## src/rtl/cpu_controller.sv

```systemverilog
// rtl/cpu_controller.sv - microcoded-style step sequencer emitting bus/register control strobes
module cpu_controller (
  input  logic       clk,
  input  logic       rst,
  input  logic       en,
  input  logic [3:0] opcode,
  input  logic       carry_flag,
  input  logic       zero_flag,
  output logic       c,
  output logic       ep,
  output logic       lp,
  output logic       lm,
  output logic       er,
  output logic       we,
  output logic       li,
  output logic       ei,
  output logic       la,
  output logic       ea,
  output logic       lb,
  output logic       eu,
  output logic       su,
  output logic       fl,
  output logic       lo,
  output logic       hlt,
  output logic [2:0] t_state
);

  localparam logic [2:0] ST_T0   = 3'd0;
  localparam logic [2:0] ST_T1   = 3'd1;
  localparam logic [2:0] ST_T2   = 3'd2;
  localparam logic [2:0] ST_T3   = 3'd3;
  localparam logic [2:0] ST_T4   = 3'd4;
  localparam logic [2:0] ST_HALT = 3'd7;

  localparam logic [3:0] OP_LDA = 4'b0001;
  localparam logic [3:0] OP_ADD = 4'b0010;
  localparam logic [3:0] OP_SUB = 4'b0011;
  localparam logic [3:0] OP_STA = 4'b0100;
  localparam logic [3:0] OP_LDI = 4'b0101;
  localparam logic [3:0] OP_JMP = 4'b0110;
  localparam logic [3:0] OP_JC  = 4'b0111;
  localparam logic [3:0] OP_JZ  = 4'b1000;
  localparam logic [3:0] OP_OUT = 4'b1110;
  localparam logic [3:0] OP_HLT = 4'b1111;

  logic [2:0] state;
  logic [2:0] state_next;

  assign t_state = state;

  // State register: async clear to T0, advances only while enabled
  always_ff @(posedge clk or negedge rst) begin
    if (!rst) begin
      state <= ST_T0;
    end else if (en) begin
      state <= state_next;
    end
  end

  // Next step: fetch is fixed, each instruction returns to T0 right after its last step
  always_comb begin
    state_next = ST_T0;
    case (state)
      ST_T0: state_next = ST_T1;
      ST_T1: state_next = ST_T2;
      ST_T2: begin
        case (opcode)
          OP_LDA, OP_ADD, OP_SUB, OP_STA: state_next = ST_T3;
          OP_HLT:                         state_next = ST_HALT;
          default:                        state_next = ST_T0;
        endcase
      end
      ST_T3: begin
        if (opcode == OP_ADD || opcode == OP_SUB) state_next = ST_T4;
        else                                      state_next = ST_T0;
      end
      ST_T4:   state_next = ST_T0;
      ST_HALT: state_next = ST_HALT;
      default: state_next = ST_T0;
    endcase
  end

  // Control decode; everything is gated by rst so reset silences outputs without a clock
  always_comb begin
    c   = 1'b0;
    ep  = 1'b0;
    lp  = 1'b0;
    lm  = 1'b0;
    er  = 1'b0;
    we  = 1'b0;
    li  = 1'b0;
    ei  = 1'b0;
    la  = 1'b0;
    ea  = 1'b0;
    lb  = 1'b0;
    eu  = 1'b0;
    su  = 1'b0;
    fl  = 1'b0;
    lo  = 1'b0;
    hlt = 1'b0;
    if (rst) begin
      hlt = (state == ST_HALT);
      if (en) begin
        case (state)
          ST_T0: begin
            ep = 1'b1;
            lm = 1'b1;
          end
          ST_T1: begin
            er = 1'b1;
            li = 1'b1;
            c  = 1'b1;
          end
          ST_T2: begin
            case (opcode)
              OP_LDA, OP_ADD, OP_SUB, OP_STA: begin
                ei = 1'b1;
                lm = 1'b1;
              end
              OP_LDI: begin
                ei = 1'b1;
                la = 1'b1;
              end
              OP_JMP: begin
                ei = 1'b1;
                lp = 1'b1;
              end
              OP_JC: begin
                ei = carry_flag;
                lp = carry_flag;
              end
              OP_JZ: begin
                ei = zero_flag;
                lp = zero_flag;
              end
              OP_OUT: begin
                ea = 1'b1;
                lo = 1'b1;
              end
              default: ;
            endcase
          end
          ST_T3: begin
            if (opcode == OP_STA) begin
              ea = 1'b1;
              we = 1'b1;
            end else begin
              er = 1'b1;
              if (opcode == OP_LDA) la = 1'b1;
              else                  lb = 1'b1;
            end
          end
          ST_T4: begin
            eu = 1'b1;
            la = 1'b1;
            fl = 1'b1;
            su = (opcode == OP_SUB);
          end
          default: ;
        endcase
      end
    end
  end

endmodule

```

## config.mk

```make
export PLATFORM = sky130hd
export DESIGN_NAME = cpu_controller
export DESIGN_NICKNAME = d
export VERILOG_FILES = /design/src/rtl/cpu_controller.sv
export SDC_FILE = /design/constraint.sdc
export NUM_CORES = 1
export LEC_CHECK = 0
export CAP_MARGIN = 20
export CORE_MARGIN = 2
export CORE_UTILIZATION = 35
export DETAILED_ROUTE_END_ITERATION = 10
export HOLD_SLACK_MARGIN = 0.05
export PLACE_DENSITY = 0.71
export SLEW_MARGIN = 0
export SYNTH_ARGS = -nofsm -noshare
export SYNTH_HDL_FRONTEND = slang
export SYNTH_SLANG_ARGS = --single-unit
```

## constraint.sdc

```tcl
create_clock -name clk -period 1.1 [get_ports clk]
set_input_delay 0.165 -clock clk [delete_from_list [all_inputs] [get_ports clk]]
set_output_delay 0.165 -clock clk [all_outputs]
set_load 0.01 [all_outputs]
```

[Yosys cells after proc, flatten, opt, wreduce, memory -nomap -nowiden]
Index checks and enable logic that the tools add are counted.
Storage, ports and cells
  register bits after elaboration: 3
Operators by class
  reductions and logical operators: 4
  multiplexer cells: 54
  eq/ne operators: 15
Operators by type and width (number)
  2-to-1 mux 1 bit: 45
  == test 4 x 3 -> 1 bit, second input constant: 4
  one-hot mux 3 bit (5 select lines): 1
  == test 4 bit, second input constant: 3
  one-hot mux 1 bit (3 select lines): 3
  == test 4 x 2 -> 1 bit, second input constant: 2
  == test 3 x 2 -> 1 bit, second input constant: 2
  == test 3 bit, second input constant: 2
  one-hot mux 1 bit (2 select lines): 3
  one-hot mux 3 bit (2 select lines): 1
  OR reduction 6 bit: 1
  == test 4 x 1 -> 1 bit, second input constant: 1
  OR reduction 4 bit: 1
  == test 3 x 1 -> 1 bit, second input constant: 1
  zero test 3 bit: 1
  2-to-1 mux 3 bit: 1
  logical OR 1 bit: 1

[Logic depth before layout (Yosys ltp)]
Gate-level depths: netlist (run 1).
  depth in word-level cells: 6
  gate-level depth with buffers: 5

[Worst setup path before layout (run 1)]
OpenSTA, ideal clock, no wires.
  kind: register -> output
  start point: register state[2] (netlist: t_state[2])
  end point: output su
  data arrival time: 1384 ps
  slack: -449 ps
  required time: 935 ps
  stages on the path, launching flop included: 4
  path through: dfrtp_1 clkbuf_1 nor4b_2 and3_1
On the way
  cells in the longest elaborated chain, start to end: 4
RTL lines
  from (decl): RTL line 46  | logic [2:0] state;
  from (signal assigned): RTL line 56  | state <= state_next;
  == test 3 bit: RTL line 104  | case (state)
  2-to-1 mux 1 bit: RTL line 104
  2-to-1 mux 1 bit: RTL line 103  | if (en) begin
  2-to-1 mux 1 bit: RTL line 101  | if (rst) begin
  to (decl): RTL line 21  | output logic su,
Every way passes these cells.

[Final worst setup path (run 1)]
  start point: register state[1] (netlist: t_state[1])
  end point: output su
Same word-level chain as after synthesis.

==> out/metrics.yaml, run 1 <==
status: "finished, violations left"
violations: "setup timing"
setup_viol: 21
fillCellCount: 88
cts_root_buf: "clkbuf_4"
min_period_over_period_pct: 144
cts_max_path_buffers: 2
numPortBuffers: 27
startpoint_type: "flop"
period_minus_slack_ps: 1590
die_y_microns: 44.2
syn_inst: 75
leakagePower_uw: 0.000614
cts_tree: "done"
max_stage_delay_ps: 410
hp-class: "input port to flop"
required_ps: 940
dp_hpwl_mm: 1.45
totalPowerFinal_uw: 1790
worstRegToRegCells: 5
max_slew_margin_pct: 79.3
clk_pin_slew_ps: 40
grt_pass1_vias: 903
synth_async_sr_flop_share_pct: 100
synth-warning-count: 0
layout_common_cells: "buf_4 (25), buf_2 (17), buf_6 (17)"
cpMostUsedCell: "buf_6"
synth.yosys.seq_area_share_pct: 13.3
fin_nets: 146
ys_ff_latch: 3
cp_max_fo: 4
ant_nets: 0
maxCapViolCount: 0
drt-vias-per-instance: 5.90
die_area_sq_um: 1950
fmax_mhz: 630
drc_errors: 0
cts_inserted_buffers: 3
rows: 14
cp_slowest_cell: "dfrtp_1"
rsz0062_at_grt: "true"
path_class: "flop to primary output"
setup_ws_ps: -488
cts.htree.levels: 1
io_pins: 28
layout_commonest_cell: "buf_4"
crit_chain: "buf_6 > nor4b_4 > and3_4 > buf_6"
start_util_pct: 37.5
finClkSkew_ps: 3.48
syn-num-nets: 84
grt_pass1_wl_mm: 4.09
holdPathEnd: "t_state[0]"
regArea_sq_um: 77.6
reg2reg_to: "t_state[1]"
routed_wl_mm: 2.89
vdd_ir_drop_max_uv: 1650
antenna_cells: 0
grt.total_usage_pct: 28.7
min_from: "opcode[3]"
clock_latency_ps: 230
timing.final.hold_violations: 0
tightest_slew_ps: 309
gr-total-overflow: 0
place_congestion: 0.861
yosysUniqueCellTypes: 39
largest_reg_flops: 3
grt_max_degree: 12
avgSynthCellArea_sq_um: 7.54
syn_area_sq_um: 566
syn2layout_area_growth_pct: 129
synth_ff_type: "dfrtp_1"
cp.arrival_ps: 1420
wire_per_inst_microns: 19.0
core-area_sq_um: 1510
drt_iter0_drc: 20
tns_ps: -7190
slew_violations: 0
final_layout_size_suffix_gt1_share_pct: 75.0
multiInputGateArea_sq_um: 622
dr.pass1.iters: 4
powerDensity_nw_per_um2: 1380
die_x_microns: 44.2
cts.sinks: 3
cp-startpoint: "t_state[1]"
antenna_found_initial: 0
endpoint_kind: "primary output"
synth_edf_count: 0
vias: 897
r2r-start: "t_state[2]"
rrSetupSlack_ps: -330
hold-path-cell-count: 4
## repair_timing
action                                  CTS  global route
pin swaps                                17             1
hold endpoints to repair                  3             0
endpoints found under the setup margin   22            21
resized for setup                       124            15
hold buffers                              1             0
buffers inserted                         14             2
## cell type report
class	instances	area share [%]
Multi-Input combinational cell	60	48.1
Timing Repair Buffer	67	41.8
Sequential cell	3	6.00
Clock buffer	4	2.03
Tap cell	16	1.55
Inverter	2	0.580
## metrics by stage
step	instance area, sq um	worst slack, ps	cells	hold WS (ps)	util [%]
2_1_floorplan	646	-202	75	-131	-
3_3_place_gp	1040	-1060	133	459	68.8
3_5_place_dp	1040	-1090	133	477	68.8
4_1_cts	1240	-476	152	453	82.5
5_1_grt	1290	-528	152	479	85.9
6_report	1290	-488	152	431	85.9
## how the worst max path moves through the flow
stage | end | slack (ps) | depth (start not counted)
after floorplan | su | -200 | 3
after global placement | lm | -1060 | 5
after detailed placement | lm | -1090 | 5
after CTS | su | -480 | 4
after global routing | lm | -530 | 3
final | su | -490 | 4
## cell families (layout without fill, tap and decap cells)
| kind of cell | count (synthesis) | count (layout) | synth area share, % |
|---|---|---|---|
| AO/OA/AOI/OAI | 18 | 18 | 27.0 |
| XOR/XNOR | 2 | 2 | 3.10 |
| buffers and inverters | 12 | 73 | 11.9 |
| flip-flops | 3 | 3 | 13.3 |
| multiplexers | 1 | 1 | 1.77 |
| AND/OR/NAND/NOR | 39 | 39 | 42.9 |
## layer usage
metal / vias up / track usage [%] / routed length [microns]
met2: 50 / 51.5 / 1480
met5: - / 0 / 0
li1: 408 / - / -
met4: 0 / 10.3 / 91
met3: 8 / 5.71 / 206
met1: 431 / 33.3 / 1110
## Yosys cell counts (2+ instances only)
master	count	area, sq um
a21oi_1	2	10.0
xor2_1	2	17.5
nor2b_1	4	25.0
nand3_1	5	25.0
and2_1	2	12.5
inv_1	2	7.51
nand2_1	5	18.8
nor2_1	3	11.3
nor3b_1	2	15.0
nor3_1	5	25.0
nand2b_1	2	12.5
and3_1	4	25.0
buf_2	5	25.0
a311oi_1	3	26.3
buf_4	2	15.0
a211oi_1	2	15.0
dfrtp_1	3	75.1
## worst max-delay path: cells and delay by family, from the launching register on
family	cells	cell delay, ps
and+or+nand+nor	2	550
DFF	1	410
buffers and inverters	2	230
## report_power, final
part           internal (uW)  switching, uW  leakage (uW)
sequential               152           87.1     0.0000359
clock                    136           61.4     0.0000150
combinational            704            648      0.000563
Power figures use the tool's default switching activity.
==> run 2: changes to the inputs <==
CAP_MARGIN = unset   (was 20)
==> results of run 2 <==
The final DEF is identical to that of run 1; final timing and power are the same.
==> run 3: changes to the inputs <==
ABC_AREA = 1   (was unset)
CORE_UTILIZATION = 33   (was 35)
==> run 3 against run 2 <==
The flow still finishes with violations (setup timing). Worst hold slack got worse by 30 ps. Global-route usage decreased by 4.5 points. Register-to-register slack better by 50 ps. Cell count up 5.3%. Non-clock buffer count fell by 6. Routed wire length shrank 25%. Via count decreased by 9.9%. Critical path depth grew 3. Sequential power shrank 12%. Maximum frequency shrank 1.4%. Power down 6.5%. Largest power group unchanged.
==> out/metrics.yaml, run 3 <==
status: "finished, violations left"  # unchanged
violations: "setup timing"  # unchanged
fin_nets: 155  # was 146
drt-vias-per-instance: 5.05  # was 5.90
holdPathEnd: "t_state[2]"  # was t_state[0]
max_slew_margin_pct: 81.4  # was 79.3%
dp_slack_ps: -911  # was -1090 ps
cts_inserted_buffers: 3  # unchanged
grt.total_usage_pct: 24.1  # was 28.7%
cts.htree.levels: 1  # unchanged
cp_slowest_cell: "dfrtp_2"  # was dfrtp_1
period_minus_slack_ps: 1610  # was 1590 ps
drc_errors: 0  # unchanged
synth_ff_type: "dfrtp_1"  # unchanged
antenna_cells: 0  # unchanged
maxCapViolCount: 0  # unchanged
antenna_found_initial: 0  # unchanged
setup_viol: 22  # was 21
cp_top_family: "flip-flops"  # was simple AND/OR/NAND/NOR gates
largest_reg_flops: 3  # unchanged
synth.yosys.seq_area_share_pct: 15.7  # was 13.3%
setup_ws_ps: -511  # was -488 ps
clock_latency_ps: 230  # about the same
die_area_sq_um: 1770  # was 1950 sq um
synth-warning-count: 0  # unchanged
numPortBuffers: 27  # unchanged
fillCellCount: 88  # unchanged
layout_commonest_cell: "buf_4"  # unchanged
cp.arrival_ps: 1450  # was 1420 ps
crit_chain: "nor2_4 > nand2_2 > nor2_4 > buf_6 > nand4_1 > o211ai_1 > buf_2"  # was buf_6 > nor4b_4 > and3_4 > buf_6
tns_ps: -7550  # was -7190 ps
final_layout_size_suffix_gt1_share_pct: 63.4  # was 75.0%
regArea_sq_um: 78.8  # was 77.6 sq um
yosysUniqueCellTypes: 24  # was 39
multiInputGateArea_sq_um: 420  # was 622 sq um
final_cells: 160  # was 152
rrSetupSlack_ps: -280  # was -330 ps
core-area_sq_um: 1330  # was 1510 sq um
syn_inst: 83  # was 75
synth_top_area_cell: "nand2_1"  # was dfrtp_1
rsz0062_at_grt: "true"  # unchanged
wire_per_inst_microns: 13.6  # was 19.0 microns
avgSynthCellArea_sq_um: 5.76  # was 7.54 sq um
leakagePower_uw: 0.000591  # was 0.000614 uW
die_x_microns: 42.1  # was 44.2 microns
start_util_pct: 35.8  # was 37.5%
die_y_microns: 42.1  # was 44.2 microns
cts.sinks: 3  # unchanged
dr.pass1.iters: 4  # unchanged
hp-class: "input port to flop"  # unchanged
totalPowerFinal_uw: 1670  # was 1790 uW
ant_nets: 0  # unchanged
syn2layout_area_growth_pct: 132  # was 129%
vias: 808  # was 897
clk_pin_slew_ps: 40  # about the same
timing.final.hold_violations: 0  # unchanged
min_from: "en"  # was opcode[3]
synth.most_common_cell: "nand2_1"
endpoint_kind: "primary output"  # unchanged
powerDensity_nw_per_um2: 1510  # was 1380 nW/um^2
cpMostUsedCell: "nor2_4"  # was buf_6
cts_max_path_buffers: 2  # unchanged
syn_area_sq_um: 478  # was 566 sq um
grt_pass1_vias: 765  # was 903
layout_common_cells: "buf_4 (29), nand2_1 (20), buf_6 (9)"  # was buf_4 (25), buf_2 (17), buf_6 (17)
numPlacedInstances: 145  # was 133
worstRegToRegCells: 9  # was 5
path_class: "flop to primary output"  # unchanged
slew_violations: 0  # unchanged
gr-total-overflow: 0  # unchanged
max_stage_delay_ps: 440  # was 410 ps
yosys-top-cells-area: "nand2_1 (19%), dfrtp_1 (16%), nand3_1 (8.4%)"  # was dfrtp_1 (13%), a311oi_1 (4.6%), and3_1 (4.4%)
synth_top_area_share_pct: 18.8  # was 13.3%
cp_max_fo: 4  # unchanged
hold-path-cell-count: 3  # was 4
r2r-start: "t_state[0]"  # was t_state[2]
cts_root_buf: "clkbuf_4"  # unchanged
dp_hpwl_mm: 1.34  # was 1.45 mm
grt_max_degree: 6  # was 12
reg2reg_to: "t_state[1]"  # unchanged
required_ps: 940  # about the same
crit_buf_inv: 2  # unchanged
tightest_slew_ps: 279  # was 309 ps
cts_tree: "done"  # unchanged
vdd_ir_drop_max_uv: 1200  # was 1650 uV
fmax_mhz: 621  # was 630 MHz
rows: 13  # was 14
place_congestion: 0.761  # was 0.861
synth_common_cells: "nand2_1 (24), inv_1 (10), nor2_1 (10)"  # was buf_2 (5), nand2_1 (5), nand3_1 (5), nor3_1 (5)
ys_ff_latch: 3  # unchanged
io_pins: 28  # unchanged
synth_edf_count: 0  # unchanged
routed_wl_mm: 2.17  # was 2.89 mm
cp-startpoint: "t_state[2]"  # was t_state[1]
drt_iter0_drc: 18  # was 20
finClkSkew_ps: 1.58  # was 3.48 ps
grt_pass1_wl_mm: 3.36  # was 4.09 mm
syn-num-nets: 92  # was 84
min_period_over_period_pct: 146  # was 144%
startpoint_type: "flop"  # unchanged
synth_async_sr_flop_share_pct: 100  # unchanged
run 3: worst max-delay path by stage:
stage,endpoint,depth (start not counted)
after CTS,la,7
after detailed placement,la,5
after global placement,we,5
final,la,7
after global routing,la,7
after floorplan,la,5
run 3: repair_timing:
item                                   in CTS  in global routing
gates resized for setup                    92                 12
hold buffers                                1                  0
setup buffers                               7                  4
setup endpoints to repair                  22                 22
pin swaps                                   6                  4
endpoints found under the hold margin       3                  0
run 3: kinds of logic after synthesis:
logic type | synth area share (%)
simple gates | 63.6
buf+inv | 15.2
compound gates | 5.50
flops | 15.7
run 3: layout make-up:
| cell class | count | share of cell area, % |
|---|---|---|
| Clock buffer | 4 | 2.37 |
| Inverter | 13 | 4.85 |
| Sequential cell | 3 | 7.11 |
| Timing Repair Buffer | 61 | 46.0 |
| Multi-Input combinational cell | 64 | 37.9 |
| Tap cell | 15 | 1.69 |
run 3: report_power, final:
group / switching [uW] / leakage [uW] / internal (uW)
sequential: 51.3 / 0.0000348 / 159
combinational: 613 / 0.000542 / 659
clock: 53.5 / 0.0000150 / 136
run 3: per-layer routing:
| metal | global-route usage (%) | vias to the layer above | wire length [microns] |
|---|---|---|---|
| li1 | - | 388 | - |
| met1 | 26.5 | 387 | 862 |
| met2 | 48.8 | 27 | 1180 |
| met3 | 1.29 | 6 | 76 |
| met4 | 6.88 | 0 | 47 |
| met5 | 0 | - | 0 |
run 3: through the flow:
step / util (%) / instance area, sq um / hold WS [ps]
after floorplan: - / 531 / -131
after global placement: 72.1 / 962 / 491
after detailed placement: 72.1 / 962 / 487
after CTS: 79.7 / 1060 / 394
after global routing: 83.1 / 1110 / 455
final: 83.1 / 1110 / 401
run 3: worst reg2reg max path, cell delays in order (launching register included):
cell and delay [ps]:
dfrtp_2 390, buf_4 170, inv_2 70, buf_4 130, nand2_1 70, nor2_2 50
a21oi_2 170, nand3_1 100, nand2_1 70, nand2_1 40
